`src/rtl/ecpa_pkg.sv`:
```
// Shared types and constants for the nibble-serial adder: FSM state encoding,
// slice width, and the nibble-count helper used to size the operation.
package ecpa_pkg;

  localparam int NIBBLE_W = 4;

  typedef enum logic [1:0] {
    ST_IDLE = 2'd0,
    ST_RUN  = 2'd1,
    ST_DONE = 2'd2
  } state_e;

  function automatic int nib_count(input int width);
    return width / NIBBLE_W;
  endfunction

endpackage

```
`src/rtl/nibble_adder_4b.sv`:
```
// Combinational 4-bit adder slice with carry in/out; zero latency, no state,
// no flow control.
module nibble_adder_4b
  import ecpa_pkg::*;
(
  input  logic [NIBBLE_W-1:0] a,
  input  logic [NIBBLE_W-1:0] b,
  input  logic                cin,
  output logic [NIBBLE_W-1:0] s,
  output logic                cout
);

  logic [NIBBLE_W:0] total;

  always_comb begin
    total = {1'b0, a} + {1'b0, b} + {{NIBBLE_W{1'b0}}, cin};
    s     = total[NIBBLE_W-1:0];
    cout  = total[NIBBLE_W];
  end

endmodule

```
`src/rtl/nibble_serial_adder.sv`:
```
// Serial adder, one nibble per cycle LSB first; result valid WIDTH/4+1 cycles after accept.
// Backpressure: result held in DONE until out_ready; new operands refused until then.
module nibble_serial_adder
  import ecpa_pkg::*;
#(
  parameter int WIDTH = 32
) (
  input  logic             clk,
  input  logic             rst,
  input  logic             in_valid,
  output logic             in_ready,
  input  logic [WIDTH-1:0] a,
  input  logic [WIDTH-1:0] b,
  input  logic             cin,
  output logic             out_valid,
  input  logic             out_ready,
  output logic [WIDTH-1:0] sum,
  output logic             cout
);

  localparam int NIB     = nib_count(WIDTH);
  localparam int CNT_W   = (NIB > 1) ? $clog2(NIB) : 1;
  localparam int SUB_W   = $clog2(NIBBLE_W);
  localparam int IDX_W   = CNT_W + SUB_W;
  localparam logic [CNT_W-1:0] CNT_LAST = CNT_W'(NIB - 1);

  state_e             state_q, state_d;
  logic [CNT_W-1:0]   cnt_q, cnt_d;
  logic               carry_q, carry_d;
  logic [WIDTH-1:0]   a_q, a_d;
  logic [WIDTH-1:0]   b_q, b_d;
  logic [WIDTH-1:0]   sum_q, sum_d;
  logic               cout_q, cout_d;

  logic [IDX_W-1:0]    nib_lsb;
  logic [NIBBLE_W-1:0] nib_a;
  logic [NIBBLE_W-1:0] nib_b;
  logic [NIBBLE_W-1:0] nib_s;
  logic                nib_co;

  // The counter selects which nibble of the captured operands feeds the slice.
  always_comb begin
    nib_lsb = {cnt_q, {SUB_W{1'b0}}};
    nib_a   = a_q[nib_lsb +: NIBBLE_W];
    nib_b   = b_q[nib_lsb +: NIBBLE_W];
  end

  nibble_adder_4b u_slice (
    .a    (nib_a),
    .b    (nib_b),
    .cin  (carry_q),
    .s    (nib_s),
    .cout (nib_co)
  );

  always_comb begin
    state_d = state_q;
    cnt_d   = cnt_q;
    carry_d = carry_q;
    a_d     = a_q;
    b_d     = b_q;
    sum_d   = sum_q;
    cout_d  = cout_q;

    unique case (state_q)
      ST_IDLE: begin
        if (in_valid) begin
          a_d     = a;
          b_d     = b;
          carry_d = cin;
          cnt_d   = '0;
          state_d = ST_RUN;
        end
      end
      ST_RUN: begin
        sum_d[nib_lsb +: NIBBLE_W] = nib_s;
        carry_d                    = nib_co;
        if (cnt_q == CNT_LAST) begin
          cout_d  = nib_co;
          cnt_d   = '0;
          state_d = ST_DONE;
        end else begin
          cnt_d = cnt_q + 1'b1;
        end
      end
      ST_DONE: begin
        if (out_ready) begin
          state_d = ST_IDLE;
        end
      end
      default: begin
        state_d = ST_IDLE;
      end
    endcase
  end

  always_ff @(posedge clk) begin
    if (rst) begin
      state_q <= ST_IDLE;
      cnt_q   <= '0;
      carry_q <= 1'b0;
      a_q     <= '0;
      b_q     <= '0;
      sum_q   <= '0;
      cout_q  <= 1'b0;
    end else begin
      state_q <= state_d;
      cnt_q   <= cnt_d;
      carry_q <= carry_d;
      a_q     <= a_d;
      b_q     <= b_d;
      sum_q   <= sum_d;
      cout_q  <= cout_d;
    end
  end

  always_comb begin
    in_ready  = (state_q == ST_IDLE);
    out_valid = (state_q == ST_DONE);
    sum       = sum_q;
    cout      = cout_q;
  end

endmodule

```
`config.mk`:
```
export PLATFORM = sky130hd
export DESIGN_NAME = nibble_serial_adder
export DESIGN_NICKNAME = d
export VERILOG_FILES = /design/src/rtl/ecpa_pkg.sv /design/src/rtl/nibble_adder_4b.sv /design/src/rtl/nibble_serial_adder.sv
export SDC_FILE = /design/constraint.sdc
export NUM_CORES = 1
export LEC_CHECK = 0
export BUFFER_PORTS_ARGS = -buffer_cell sky130_fd_sc_hd__buf_2
export CAP_MARGIN = 20
export CORE_MARGIN = 5
export CORE_UTILIZATION = 58
export DETAILED_ROUTE_END_ITERATION = 8
export HOLD_SLACK_MARGIN = 0.03
export PLACE_DENSITY = 0.85
export REMOVE_ABC_BUFFERS = 1
export SYNTH_ARGS = -nofsm -noshare
export SYNTH_HDL_FRONTEND = slang
export SYNTH_HIERARCHICAL = 1
export SYNTH_SLANG_ARGS = --single-unit
export TNS_END_PERCENT = 1
```
`constraint.sdc`:
```
create_clock -name clk -period 5.1 [get_ports clk]
set_clock_uncertainty 0.05 [all_clocks]
set_input_delay 0.255 -clock clk [delete_from_list [all_inputs] [get_ports clk]]
set_output_delay 0.255 -clock clk [all_outputs]
set_load 0.005 [all_outputs]
```
---- Word-level counts from Yosys, hierarchy flattened ----
Cells that the tools add are included.
word-level totals
  flip-flop bits (word level) ............. 103
  logic and storage cells ................. 37
cells by class
  reduce and logical (&&, ||, !) cells .... 6
  $add $sub $neg .......................... 4
  mux-type cells .......................... 10
  equal/unequal tests ..................... 6
  shifts and indexed selects .............. 4
operators with widths
  kind                                                    number
  indexed part select 32 x 6 -> 4 bit                     2
  bitwise mux 32 bit                                      1
  variable shift 4 x 7 -> 32 bit (first input constant)   1
  indexed part select 4 x 7 -> 32 bit                     1
  negation 5 -> 7 bit                                     1
  two-way mux 2 bit                                       3
  two-way mux 3 bit                                       2
  one-hot mux 2 bit (3 select lines)                      1
  one-hot mux 3 bit (2 select lines)                      1
  AND reduction 2 bit                                     3
  adder 4 x 4 -> 5 bit                                    1
  adder 5 x 1 -> 5 bit                                    1
  inequality test 2 bit (second input constant)           2
  adder 3 x 1 -> 3 bit (second input constant)            1
  equality test 3 bit (second input constant)             1
  AND reduction 3 bit                                     1
  equality test 2 x 1 -> 1 bit (second input constant)    1
  equality test 2 bit (second input constant)             1
  zero test 2 bit                                         1
  inequality test 2 x 1 -> 1 bit (second input constant)  1
  one-hot mux 1 bit (2 select lines)                      1
  nonzero test 2 bit                                      1
  two-way mux 1 bit                                       1

---- Depth between registers and ports, before layout ----
Gate-level depths: netlist of the first run.
  depth after elaboration ................. 5
  mapped depth ............................ 14
  depth with buffers taken out ............ 12

---- Hierarchy ----
Netlist of the first run, hierarchy kept.
by module, submodules not included
  module               seq. area each (um^2)  area each (um^2)  cells an instance  instances
  nibble_serial_adder  2062.0                 4469.3            510                1
  nibble_adder_4b      0.0                    143.9             16                 1

---- Worst setup path before layout of the first run ----
No wires, ideal clock.
  path type ............................... flip-flop to flip-flop
  start point ............................. register cnt_q[1]
  end point ............................... register carry_q
  stages on the path, launching flop included .. 15
  arrival time ............................ 2754 ps
  required time ........................... 4921 ps
  period minus slack after synthesis ...... 2932 ps
  slack ................................... 2168 ps
  setup time .............................. 129 ps
  cell sequence ........................... dfxtp_1 -> clkbuf_1 -> clkbuf_1 -> mux4_2 -> nand2_1 -> nand2_1 -> fa_1 -> inv_1 -> fa_1 -> nor2b_1 -> o21ai_0 -> nand2b_1 -> nand2b_1 -> a21oi_1 -> nor3_1
between the ends
  word-level cells in the longest chain between the ends .. 4
RTL lines
  item                                 line                        text
  from (decl)                          nibble_serial_adder.sv:28   logic [CNT_W-1:0] cnt_q, cnt_d;
  from (signal assigned)               nibble_serial_adder.sv:108  cnt_q <= cnt_d;
  indexed part select 32 x 6 -> 4 bit  nibble_serial_adder.sv:44   nib_a = a_q[nib_lsb +: NIBBLE_W];
  via nib_a[0]                         nibble_serial_adder.sv:36   logic [NIBBLE_W-1:0] nib_a;
  adder 4 x 4 -> 5 bit                 nibble_adder_4b.sv:16       total = {1'b0, a} + {1'b0, b} + {{NIBBLE_W{1'b0}}, cin};
  adder 5 x 1 -> 5 bit                 nibble_adder_4b.sv:16
  via nib_co                           nibble_serial_adder.sv:39   logic nib_co;
  one-hot mux 1 bit (2 select lines)   nibble_serial_adder.sv:65   unique case (state_q)
  to (signal assigned)                 nibble_serial_adder.sv:109  carry_q <= carry_d;
  to (decl)                            nibble_serial_adder.sv:29   logic carry_q, carry_d;
The timed path passes the listed nets, and every way through them passes these cells.
A chain may end at the register's enable or synchronous reset.

---- Worst setup path in the final report of the first run ----
  start point ............................. register cnt_q[0]
  end point ............................... register carry_q
Same word-level chain as after synthesis.

==> results.json, run 1 <==
{
  "ios": 104,
  "wl_mm": 10.3,
  "max_freq_ghz": 0.299,
  "synth_compound_area_share_pct": 8.46,
  "fin_hold_ws_ps": 71.9,
  "grt_pass1_vias": 3649,
  "grt_max_degree": 58,
  "p_total_mw": 1.55,
  "viasPerCell": 5.31,
  "cp.arrival_ps": 3500,
  "io_buffers": 103,
  "status": "complete, no violations",
  "die_w_um": 99.2,
  "worstReg2RegStart": "cnt_q[0]$_SDFFE_PP0P_",
  "hold_class": "input port to flop",
  "std_cell_rows": 32,
  "wl_per_cell_um": 14.5,
  "crit_end": "carry_q$_SDFFE_PP0P_",
  "reg2reg_slack_ps": 1760,
  "synth-seq-area-share_pct": 44.7,
  "cts_tree": "built",
  "clock_latency_ps": 350,
  "cts_resized": 0,
  "synth-xor-area-share_pct": 0.380,
  "cts_setup_buffers": 0,
  "gp_congestion": 0.799,
  "clkTransAtPathRegs_ps": 90,
  "drc": 0,
  "cts_hold_buf": 0,
  "area_delta_synth_final_pct": 15.2,
  "tightest_slew_ps": 981,
  "fin_area_um2": 5320,
  "fp.dieH_um": 99.2,
  "antenna_cells_inserted": 0,
  "drtPass1Iterations": 5,
  "path_class": "flop to flop",
  "ys.warnings.count": 6,
  "postPlaceCellArea_um2": 5140,
  "final-hold-violation-count": 0,
  "nFillCells": 617,
  "max_cap_violations": 0,
  "layout.nets": 686,
  "maxSlewHeadroom_pct": 34.5,
  "leakagePower_nw": 2.27,
  "cp-startpoint": "cnt_q[0]$_SDFFE_PP0P_",
  "h-tree-depth": 3,
  "yosys_register_bits": 103,
  "netlist_instances": 526,
  "syn_area_per_cell_um2": 8.77,
  "muxShareOfSynthArea_pct": 15.0,
  "post-route-period-util_pct": 65.5,
  "ant_nets": 0,
  "p_per_area_nw_per_um2": 292,
  "worstSetupStartpointType": "flop",
  "start_util_pct": 59.7,
  "synth_top_family_by_area": "simple AND/OR/NAND/NOR gates",
  "drtIter0Drc": 220,
  "grt_overflow": 0,
  "antenna_found_initial": 0,
  "endpoint_kind": "flop",
  "rsz0062_at_grt": "false",
  "grt_pass1_wl_mm": 17.0,
  "r2r_cells": 13,
  "r2r-end": "carry_q$_SDFFE_PP0P_",
  "grtUsageTotal_pct": 21.1,
  "hpwl_mm": 7.28,
  "vias": 3774,
  "root_buffer": "clkbuf_8",
  "clockBufferDepth": 2,
  "cts_inserted_buffers": 9,
  "maxSlewViolCount": 0,
  "period_needed_ps": 3340,
  "synth-simple-area-share_pct": 23.8,
  "synth_fa_ha_area_share_pct": 3.58,
  "synth.distinct_cells": 35,
  "setup_viol": 0,
  "die_area_um2": 9840,
  "netlist_area_um2": 4610,
  "required_ps": 5260,
  "drive_above_1_share_pct": 24.0,
  "cp_max_fo": 15,
  "peakVddDrop_mv": 0.159,
  "cts.sinks": 103,
  "design.core.area_um2": 7730,
  "finalSetupTns_ps": 0
}
==> metal layers <==
| layer | track usage, % | share of wire (%) | vias to the layer above |
|---|---|---|---|
| li1 | - | - | 1900 |
| met2 | 33.7 | 47 | 138 |
| met1 | 29.3 | 44 | 1720 |
| met4 | 6.83 | 1.3 | 0 |
| met3 | 3.72 | 7.0 | 16 |
| met5 | 0 | 0 | - |
==> synth_stat cells <==
master    count  area share [%]
a21o_1        1            0.16
a21oi_1      68             7.4
a21oi_2       1            0.19
a31oi_1       1            0.14
buf_1         7            0.57
buf_2         4            0.43
buf_6         1            0.24
clkbuf_1     28             2.3
clkinv_1      1           0.081
dfxtp_1     103              45
fa_1          2            0.87
ha_1         10             2.7
inv_1         6            0.49
mux2i_1      33             7.2
mux4_2       16             7.8
nand2_1     167              14
nand2b_1     41             5.6
nand3_1       1            0.11
nand3b_1      2            0.33
nor2_1        6            0.49
nor2b_1       2            0.27
nor3_1        5            0.54
nor3b_1       1            0.16
nor4b_1       2            0.38
nor4b_2       1            0.33
nor4bb_1      2            0.43
o21a_1        1            0.16
o21ai_0       2            0.22
o21ba_2       1            0.22
or3_1         1            0.14
or3b_2        2            0.38
or4_1         1            0.16
or4b_2        3            0.65
or4b_4        1            0.30
xnor2_1       2            0.38
==> report_power, final <==
group,internal [mW],switching (mW),leakage [nW]
logic,0.0905,0.109,1.34
registers,0.839,0.0239,0.841
clock network,0.225,0.266,0.0827
==> sequential cells by signal (all words and copies together), names as in the netlist <==
name	count
state_q	2
carry_q	1
cout	1
b_q	32
cnt_q	3
sum	32
a_q	32
==> stage by stage <==
step | cells | utilization [%] | setup slack [ps]
finish | 711 | 68.8 | 1760
global route | 711 | 68.8 | 1410
CTS | 711 | 68.8 | 1710
detailed placement | 696 | 66.5 | 1740
global placement | 696 | 66.5 | 1860
floorplan | 486 | - | 861
==> how the worst min path moves through the flow <==
stage	startpoint	endpoint	slack, ps	cells past startpoint
after floorplan	rst	a_q[0]$_SDFFE_PP0P_	270	1
after global placement	b_q[1]$_SDFFE_PP0P_	b_q[1]$_SDFFE_PP0P_	390	2
after detailed placement	b_q[29]$_SDFFE_PP0P_	b_q[29]$_SDFFE_PP0P_	390	2
after CTS	a[9]	a_q[9]$_SDFFE_PP0P_	60	3
after global routing	b[4]	b_q[4]$_SDFFE_PP0P_	60	3
final	a[21]	a_q[21]$_SDFFE_PP0P_	70	3
==> placed cells by master (no fill, tap or decap), types with 2 or more instances in the layout <==
cell / n
mux4_2: 16
nand2_1: 167
dfxtp_1: 103
xnor2_1: 2
mux2i_1: 33
buf_4: 5
nand3b_1: 2
o21ai_0: 2
clkbuf_8: 9
buf_2: 103
clkbuf_1: 3
clkinvlp_4: 2
inv_1: 6
nand2b_1: 41
nor2_1: 6
a21oi_1: 68
nor2b_1: 2
nor3_1: 5
or3b_2: 2
or4b_2: 3
ha_1: 10
nor4bb_1: 2
nor4b_1: 2
fa_1: 2
==> kinds of logic (layout without fill, tap and decap cells) <==
family / count (synthesis) / in the layout
AO/OA/AOI/OAI: 75 / 75
XOR/XNOR: 2 / 2
adder cells (fa/ha/maj): 12 / 12
buffers and inverters: 47 / 130
flip-flops: 103 / 103
multiplexers: 49 / 49
AND/OR/NAND/NOR: 238 / 238
==> critical path, stage by stage (launching register included) <==
cell      delay (ps)
dfxtp_1          680
buf_4            370
mux4_2           530
nand2_1           80
nand2_1           90
fa_1             460
inv_1             80
fa_1             200
nor2b_1           50
o21ai_0          140
nand2b_1          90
nand2b_1         140
a21oi_1          140
nor3_1            80
==> area by class of cell <==
type	count	area, um2	share of cell area [%]
Inverter	7	26.3	0.494
Clock inverter	3	45.0	0.847
Timing Repair Buffer	108	553	10.4
Multi-Input combinational cell	376	2370	44.5
Sequential cell	103	2060	38.8
Tap cell	102	128	2.40
Clock buffer	12	135	2.54
Note: power is estimated with default switching activity, not from simulation.
==> inputs of run 2 (changes only) <==
--- a/config.mk
+++ b/config.mk
@@ -8,10 +8,10 @@
 export BUFFER_PORTS_ARGS = -buffer_cell sky130_fd_sc_hd__buf_2
 export CAP_MARGIN = 20
 export CORE_MARGIN = 5
-export CORE_UTILIZATION = 58
+export CORE_UTILIZATION = 49
 export DETAILED_ROUTE_END_ITERATION = 8
 export HOLD_SLACK_MARGIN = 0.03
-export PLACE_DENSITY = 0.85
+export PLACE_DENSITY = 0.76
 export REMOVE_ABC_BUFFERS = 1
 export SYNTH_ARGS = -nofsm -noshare
 export SYNTH_HDL_FRONTEND = slang
==> constraint.sdc (replaced) <==
create_clock -name clk -period 2.7 [get_ports clk]
set_clock_uncertainty 0.05 [all_clocks]
set_input_delay 0.135 -clock clk [delete_from_list [all_inputs] [get_ports clk]]
set_output_delay 0.135 -clock clk [all_outputs]
set_load 0.005 [all_outputs]
==> run 2 against run 1 <==
Against the previous run: non-clock buffer count is 86 higher; power is 98% higher; largest power group unchanged; critical path depth down 1; critical endpoint unchanged.
==> results.json, run 2 (same netlist as run 1, synthesis figures left out) <==
{
  "grt_pass1_vias": 4199,
  "endpoint_kind": "flop",
  "setup_slack_ps": 94.3,
  "ios": 104,
  "fp.dieH_um": 107,
  "required_ps": 2880,
  "clkTransAtPathRegs_ps": 100,
  "worstSetupStartpointType": "flop",
  "start_util_pct": 50.2,
  "layout.nets": 772,
  "cp.arrival_ps": 2790,
  "antenna_found_initial": 0,
  "r2r_cells": 12,
  "fin_area_um2": 6190,
  "layout_commonest_cell": "nand2_1",
  "drtPass1Iterations": 4,
  "ant_nets": 0,
  "fin_hold_ws_ps": 118,
  "place_ws_ps": -128,
  "holdPathStages": 4,
  "grtUsageTotal_pct": 21.0,
  "maxSlewViolCount": 0,
  "cp_max_fo": 6,
  "cts_tree": "built",
  "clockBufferDepth": 2,
  "wl_mm": 11.6,
  "root_buffer": "clkbuf_8",
  "cts_inserted_buffers": 9,
  "min_from": "in_valid",
  "p_total_mw": 3.08,
  "worstReg2RegStart": "cnt_q[0]$_SDFFE_PP0P_",
  "design.core.area_um2": 9200,
  "tightest_slew_ps": 837,
  "area_delta_synth_final_pct": 34.3,
  "status": "complete, no violations",
  "die_area_um2": 11500,
  "setup_viol": 0,
  "die_w_um": 107,
  "finalSetupTns_ps": 0,
  "vias": 4154,
  "drc": 0,
  "leakagePower_nw": 2.67,
  "drive_above_1_share_pct": 25.2,
  "peakVddDrop_mv": 0.334,
  "cts.sinks": 103,
  "maxSlewHeadroom_pct": 44.2,
  "post-route-period-util_pct": 96.5,
  "postPlaceCellArea_um2": 5330,
  "period_needed_ps": 2610,
  "grt_overflow": 0,
  "hpwl_mm": 7.75,
  "max_cap_violations": 0,
  "path_class": "flop to flop",
  "antenna_cells_inserted": 0,
  "final-hold-violation-count": 0,
  "p_per_area_nw_per_um2": 497,
  "viasPerCell": 5.16,
  "std_cell_rows": 35,
  "reg2reg_slack_ps": 90,
  "cts_setup_buffers": 0,
  "h-tree-depth": 3,
  "wl_per_cell_um": 14.4,
  "io_buffers": 103,
  "r2r-end": "carry_q$_SDFFE_PP0P_",
  "hold_end": "cnt_q[0]$_SDFFE_PP0P_",
  "gp_congestion": 0.818,
  "clock_latency_ps": 380,
  "drtIter0Drc": 160,
  "hold_class": "input port to flop",
  "grt_max_degree": 58,
  "final_cell_mix": "166 x nand2_1, 103 x buf_2, 102 x dfxtp_1, 68 x a21oi_1, 65 x dlygate4sd3_1",
  "grt_pass1_wl_mm": 19.4,
  "max_freq_ghz": 0.384
}
[run 2: cell types whose count changed in the layout (fill, tap and decap cells not counted), moves of 2 or more]
cell	change
clkbuf_1	-3
dlygate4sd3_1	+65
buf_12	+2
buf_4	+17
fa_1	-2
fa_2	+2
[run 2: metal layers]
metal	GRT usage (%)	up-vias	share of wire, %
met5	0	-	0
met4	6.76	0	1.8
met3	4.58	22	6.1
met2	36.5	129	50
met1	25.9	1932	42
li1	-	2071	-
[run 2: cell type report]
type	count	area [um2]
fillers	727	3000
well taps	111	139
flip-flops and latches	103	2070
inverters	7	26.3
repair buffers	194	1400
clock inverters	5	60.1
clock buffers	9	124
multi-input cells	376	2380
[run 2: worst max path at each step]
stage / startpoint / end / cells after the start
global placement: cnt_q[0]$_SDFFE_PP0P_ / sum[11]$_SDFFE_PP0P_ / 10
detailed placement: cnt_q[0]$_SDFFE_PP0P_ / sum[7]$_SDFFE_PP0P_ / 10
CTS: cnt_q[0]$_SDFFE_PP0P_ / carry_q$_SDFFE_PP0P_ / 12
finish: cnt_q[0]$_SDFFE_PP0P_ / carry_q$_SDFFE_PP0P_ / 12
global route: cnt_q[0]$_SDFFE_PP0P_ / carry_q$_SDFFE_PP0P_ / 12
floorplan: state_q[1]$_SDFFE_PP0P_ / a_q[0]$_SDFFE_PP0P_ / 3
[run 2: critical path: stages (launching register included)]
cell and delay, ps:
dfxtp_4 430, mux4_2 510, nand2_1 120, nand2_2 70, fa_2 370, inv_2 70, fa_2 180, nor2b_1 40
o21ai_1 170, nand2b_1 100, nand2b_1 150, a21oi_1 150, nor3_1 70
[run 2: timing repair]
item / CTS / global route
endpoints found under the hold margin: 65 / 0
hold buffers: 65 / 0
endpoints found under the setup margin: 15 / 20
resized for setup: 3 / 8
pin swaps: 0 / 3
[run 2: power by group]
group          switching (mW)  total [mW]  internal [mW]  leakage [nW]
clock                   0.534       0.956          0.422        0.0915
sequential             0.0410        1.63           1.58         0.842
combinational           0.238       0.499          0.261          1.74
total                   0.813        3.08           2.27          2.67
[run 2: metrics by stage]
stage | std cells | util [%]
2_1_floorplan | 486 | -
3_3_place_gp | 726 | 58.0
3_5_place_dp | 726 | 58.0
4_1_cts | 805 | 67.2
5_1_grt | 805 | 67.4
6_report | 805 | 67.4
